**src/rtl/sd_read_sequencer.sv**
```systemverilog
// Resets an sd_file_reader, releases it and watches for progress, retrying on a stall.
// Reports done/fail pulses, an error code, the attempt number and a byte count.
module sd_read_sequencer #(
  parameter int         RST_HOLD_CYCLES = 16,
  parameter int         TIMEOUT_CYCLES  = 100000000,
  parameter int         MAX_ATTEMPTS    = 3,
  parameter logic [2:0] DONE_STATE      = 3'd6
) (
  input  logic        clk,
  input  logic        rst,
  input  logic        start,
  input  logic        abort,
  output logic        rdr_rst_n,
  input  logic [2:0]  fatstate,
  input  logic        file_found,
  input  logic        outreq,
  output logic        busy,
  output logic        done,
  output logic        fail,
  output logic [1:0]  err_code,
  output logic [31:0] byte_count,
  output logic [3:0]  attempt,
  output logic [1:0]  seq_state
);

  localparam int TW = $clog2(TIMEOUT_CYCLES + 1);
  localparam int HW = $clog2(RST_HOLD_CYCLES + 1);
  localparam logic [TW-1:0] TIMER_LAST = TW'(TIMEOUT_CYCLES - 1);
  localparam logic [HW-1:0] HOLD_LAST  = HW'(RST_HOLD_CYCLES - 1);
  localparam logic [3:0]    ATT_MAX    = 4'(MAX_ATTEMPTS);

  typedef enum logic [1:0] {
    S_IDLE = 2'd0,
    S_HOLD = 2'd1,
    S_RUN  = 2'd2,
    S_KEEP = 2'd3
  } state_t;

  state_t        state_q, state_d;
  logic [HW-1:0] hold_q, hold_d;
  logic [TW-1:0] timer_q, timer_d;
  logic [3:0]    attempt_q, attempt_d;
  logic [1:0]    err_q, err_d;
  logic [31:0]   bc_q, bc_d;
  logic [2:0]    prev_q, prev_d;
  logic          done_q, done_d;
  logic          fail_q, fail_d;
  logic          rdr_rst_n_q, rdr_rst_n_d;
  logic          busy_q, busy_d;
  logic          begin_seq;

  always_comb begin
    state_d   = state_q;
    hold_d    = hold_q;
    timer_d   = timer_q;
    attempt_d = attempt_q;
    err_d     = err_q;
    bc_d      = bc_q;
    prev_d    = fatstate;
    done_d    = 1'b0;
    fail_d    = 1'b0;
    begin_seq = 1'b0;

    case (state_q)
      S_IDLE: begin
        if (start && !abort) begin_seq = 1'b1;
      end
      S_KEEP: begin
        if (abort)      state_d = S_IDLE;
        else if (start) begin_seq = 1'b1;
      end
      S_HOLD: begin
        if (abort) begin
          state_d = S_IDLE;
          fail_d  = 1'b1;
          err_d   = 2'd3;
        end else if (hold_q == HOLD_LAST) begin
          state_d = S_RUN;
          timer_d = '0;
        end else begin
          hold_d = hold_q + 1'b1;
        end
      end
      S_RUN: begin
        // Bytes are counted even in the cycle that ends the run.
        if (outreq && (bc_q != 32'hFFFF_FFFF)) bc_d = bc_q + 32'd1;
        if (abort) begin
          state_d = S_IDLE;
          fail_d  = 1'b1;
          err_d   = 2'd3;
        end else if ((fatstate == DONE_STATE) && file_found) begin
          state_d = S_KEEP;
          done_d  = 1'b1;
        end else if (fatstate == DONE_STATE) begin
          state_d = S_IDLE;
          fail_d  = 1'b1;
          err_d   = 2'd1;
        end else if (outreq || (fatstate != prev_q)) begin
          timer_d = '0;
        end else if (timer_q == TIMER_LAST) begin
          if (attempt_q < ATT_MAX) begin
            state_d   = S_HOLD;
            attempt_d = attempt_q + 4'd1;
            bc_d      = '0;
            hold_d    = '0;
          end else begin
            state_d = S_IDLE;
            fail_d  = 1'b1;
            err_d   = 2'd2;
          end
        end else begin
          timer_d = timer_q + 1'b1;
        end
      end
      default: state_d = S_IDLE;
    endcase

    if (begin_seq) begin
      state_d   = S_HOLD;
      attempt_d = 4'd1;
      err_d     = 2'd0;
      bc_d      = '0;
      hold_d    = '0;
    end

    // Reader stays out of reset in KEEP so its status outputs remain meaningful.
    rdr_rst_n_d = (state_d == S_RUN) || (state_d == S_KEEP);
    busy_d      = (state_d == S_HOLD) || (state_d == S_RUN);
  end

  always_ff @(posedge clk or posedge rst) begin
    if (rst) begin
      state_q     <= S_IDLE;
      hold_q      <= '0;
      timer_q     <= '0;
      attempt_q   <= '0;
      err_q       <= '0;
      bc_q        <= '0;
      prev_q      <= '0;
      done_q      <= 1'b0;
      fail_q      <= 1'b0;
      rdr_rst_n_q <= 1'b0;
      busy_q      <= 1'b0;
    end else begin
      state_q     <= state_d;
      hold_q      <= hold_d;
      timer_q     <= timer_d;
      attempt_q   <= attempt_d;
      err_q       <= err_d;
      bc_q        <= bc_d;
      prev_q      <= prev_d;
      done_q      <= done_d;
      fail_q      <= fail_d;
      rdr_rst_n_q <= rdr_rst_n_d;
      busy_q      <= busy_d;
    end
  end

  assign rdr_rst_n  = rdr_rst_n_q;
  assign busy       = busy_q;
  assign done       = done_q;
  assign fail       = fail_q;
  assign err_code   = err_q;
  assign byte_count = bc_q;
  assign attempt    = attempt_q;
  assign seq_state  = state_q;

endmodule

```
**config.mk**
```make
export PLATFORM = sky130hd
export DESIGN_NAME = sd_read_sequencer
export DESIGN_NICKNAME = d
export VERILOG_FILES = /design/src/rtl/sd_read_sequencer.sv
export SDC_FILE = /design/constraint.sdc
export NUM_CORES = 1
export LEC_CHECK = 0
export CELL_PAD_IN_SITES_DETAIL_PLACEMENT = 0
export CELL_PAD_IN_SITES_GLOBAL_PLACEMENT = 2
export CORE_MARGIN = 8
export CORE_UTILIZATION = 43
export DETAILED_ROUTE_END_ITERATION = 8
export DONT_BUFFER_PORTS = 1
export GPL_TIMING_DRIVEN = 0
export PLACE_DENSITY_LB_ADDON = 0.1
export SLEW_MARGIN = 20
export SYNTH_ARGS = -nofsm -noshare
export SYNTH_HDL_FRONTEND = slang
export SYNTH_SLANG_ARGS = --single-unit
```
**constraint.sdc**
```tcl
create_clock -name clk -period 5.9 [get_ports clk]
set_clock_uncertainty 0.2 [all_clocks]
set_input_delay 0.59 -clock clk [delete_from_list [all_inputs] [get_ports clk]]
set_output_delay 0.59 -clock clk [all_outputs]
set_load 0.005 [all_outputs]
```
==> impl_metrics.csv <==
group,metric,value,unit
synth,syn_inst,490,
floorplan,num_rows,37,
critical_path,critical-path-slowest-cell,"sky130_fd_sc_hd__a211oi_2",
power_and_ir_drop,leakage_power,2.012,nW
placement,detail_placement_hpwl,8720,um
routing,dr.first_iter.drc_count,272,
sta,timing.setup.tns,0,ns
power_and_ir_drop,irDropWorstVdd,226.8,uV
clock_tree,cts.sink_count,79,
synth,syn_area,0.004537,mm2
routing,drt_drc_violations_left,0,
clock_tree,cts.repair_timing.setup_buffer_count,0,
clock_tree,max_buffers_root_to_sink,2,
sta,achievable-frequency,0.3071,GHz
synth,postSynthRegisterBits,79,
routing,via_per_inst,5.792,
placement,placement.setup.worst_slack,2.482,ns
routing,dr.pass1.iters,4,
critical_path,required,6.00,ns
clock_tree,worstSkewPairLatency,0.37,ns
synth,synthDominantCellAreaShare,43.57,%
global_routing,grt_pass1_vias,3758,
critical_path,timing.critical_path.max_delay_family,"simple AND/OR/NAND/NOR gates",
synth,synth.largest_area_cell,"sky130_fd_sc_hd__dfrtp_1",
outcome,outcome,"completed",
routing,wl_cell,18.33,um
sta,worst-slew-pin-transition,0.8395,ns
critical_path,critPathCaptureType,"flip-flop",
routing,vias,3736,
critical_path,cp_peak_stage_delay,0.62,ns
critical_path,cp_launch_type,"flip-flop",
hold_path,min_path_type,"input port to flip-flop",
synth,synth_enable_flop_cells,0,
floorplan,die-area,0.01409,mm2
sta,finalMaxSlewViolations,0,
power_and_ir_drop,power.density,308.5,mW/mm2
synth,yosysUniqueCellTypes,62,
synth,syn-mean-instance-area,9.259,um2
sta,timing.final.crit_share,55.20,%
critical_path,critical_path_buf_inv_count,1,
sta,layout_min_cycle_time,3.257,ns
job,max_cap_viols,0,
clock_tree,htree_levels,3,
floorplan,dieWidth,118.7,um
critical_path,critPathMaxFanout,8,
critical_path,timing.setup.critical_path_class,"flip-flop to flip-flop",
sta,hold_violations,0,
placement,dpl-instance-area,0.004737,mm2
clock_tree,cts_tree,"done",
routing,drt.antenna.violating_nets,0,
sta,finalSetupViolCount,0,
clock_tree,cell_at_the_root_of_the_clock_tree,"sky130_fd_sc_hd__clkbuf_8",
critical_path,cp_cell_sequence,"inv_1 -> ha_1 -> or3b_4 -> a211oi_2 -> nand2_1 -> or4_1 -> a21oi_1",
global_routing,first_pass_grt_wire_length,20200,um
sta,max_slew_margin,44.04,%
global_routing,grt_antenna_before_repair,1,
floorplan,floorplan.io_pins,53,
clock_tree,cts-hold-fix-buffers,1,
layout,layout.cells.most_common,"sky130_fd_sc_hd__dfrtp_1",
critical_path,worst-endpoint-arrival,3.36,ns
synth,synth.yosys.warnings,0,
synth,mappedNetlistNets,511,
synth,yosysSeqAreaShare,43.57,%
routing,final_wirelength,11820,um
clock_tree,worst_setup_hold_path_clk_slew,0.09,ns
layout,layout_common_cells,"sky130_fd_sc_hd__dfrtp_1, sky130_fd_sc_hd__nor2_1, sky130_fd_sc_hd__nand2_1",
layout,finalInstanceArea,0.004930,mm2
clock_tree,number_of_cts_inserted_buffers,9,
synth,async_reset_ff_share,100.0,%
floorplan,die_h,118.7,um
global_routing,grt_start_max_net_pins,43,
layout,fraction_of_final_layout_cells_with_drive_strength_greater_than_1,9.646,%
global_routing,grt_overflow_total,0,
placement,place.gp.congestion,0.8159,
global_routing,grt_usage,17.69,%
floorplan,core,0.01028,mm2
sta,hold-worst-slack,0.04187,ns
sta,fin_ws,2.643,ns
layout,area_growth,8.660,%
floorplan,initial_core_util,44.14,%
placement,place.port_buffers,0,
layout,nets,524,
clock_tree,ctsResizeCount,0,
synth,dominantRegCellSynth,"sky130_fd_sc_hd__dfrtp_1",
synth,post_synth_main_area_contributors,"sky130_fd_sc_hd__dfrtp_1, sky130_fd_sc_hd__nor2_1, sky130_fd_sc_hd__xnor2_1",
sta,rsz0062_at_grt,"no",
[power breakdown]
part,switching [W],internal (W)
Sequential,0.000102,0.000617
Combinational,0.000265,0.000153
Clock,0.000219,0.000166
[layout make-up]
| type | instances | area (um2) |
|---|---|---|
| fill | 1018 | 5348 |
| multi-input combinational | 386 | 2427 |
| sequential | 79 | 1977 |
| tap | 136 | 170.2 |
| clock buffer | 10 | 137.6 |
| buffer | 15 | 95.09 |
| clock inverter | 6 | 42.54 |
| inverter | 10 | 40.04 |
| timing repair buffer | 2 | 37.54 |
| antenna | 1 | 2.502 |
[cell families after synthesis]
kind of cell,Yosys count,share of synthesized area (%)
fa+ha+maj,12,3.309
xor+xnor,38,7.336
mux,3,0.6619
flops,79,43.57
simple gates,247,29.70
compound gates,86,12.49
buf+inv,25,2.923
[per-layer routing]
| layer | GRT usage, % | up-vias | share of wire [%] | wire (um) |
|---|---|---|---|---|
| met5 | 0 | - | 0 | 0 |
| li1 | - | 1825 | - | - |
| met4 | 6.877 | 0 | 1.3 | 156 |
| met3 | 4.855 | 11 | 5.8 | 686 |
| met1 | 23.47 | 1832 | 49 | 5782 |
| met2 | 26.85 | 68 | 44 | 5197 |
[worst register-to-register path: stages (launching register included)]
cell	delay, ns
sky130_fd_sc_hd__dfrtp_1	0.47
sky130_fd_sc_hd__inv_1	0.15
sky130_fd_sc_hd__ha_1	0.32
sky130_fd_sc_hd__or3b_4	0.42
sky130_fd_sc_hd__a211oi_2	0.62
sky130_fd_sc_hd__nand2_1	0.34
sky130_fd_sc_hd__or4_1	0.53
sky130_fd_sc_hd__a21oi_1	0.14
[path summary, 6_finish.rpt]
kind                         startpoint             end  slack [ns]  cells after the start
min in group asynchronous           rst  byte_count[17]        0.53                      2
max                        seq_state[1]  byte_count[19]        2.64                      7
max in group asynchronous           rst       rdr_rst_n        4.37                      3
min                         fatstate[2]       prev_q[2]        0.04                      0
max reg2reg                seq_state[1]  byte_count[19]        2.64                      7
min reg2reg                 timer_q[11]     timer_q[11]        0.32                      1
[registers in the layout, indices dropped and copies added (netlist names)]
signal	flops
seq_state	2
err_code	2
hold_q	5
fail	1
busy	1
prev_q	3
timer_q	27
done	1
attempt	4
rdr_rst_n	1
byte_count	32
[per-stage QoR]
stage                     utilization [%]  power [W]  cells
after floorplan                         -   0.001022    490
after detailed placement            46.09   0.001155    627
after CTS                           47.94   0.001545    644
after global placement              45.80   0.001143    626
final                               47.97   0.001521    645
after global routing                47.97   0.001640    645
[synth_stat cells, drive strengths merged (2+ instances only)]
cell type and instances:
a211oi 4, a21o 4, a21oi 30, a31oi 5, a41oi 2, and2 8, and3 9, and4 8
buf 6, clkbuf 8, dfrtp 79, ha 12, inv 10, mux2i 3, nand2 38, nand2b 6
nand3 29, nand3b 2, nand4 19, nand4b 2, nor2 58, nor2b 2, nor3 25, nor3b 2
nor4 15, nor4b 2, o21ai 19, o31a 2, o31ai 10, o41ai 2, or2 2, or3 7
or4 10, xnor2 21, xor2 17
Power figures use the tool's default switching activity.
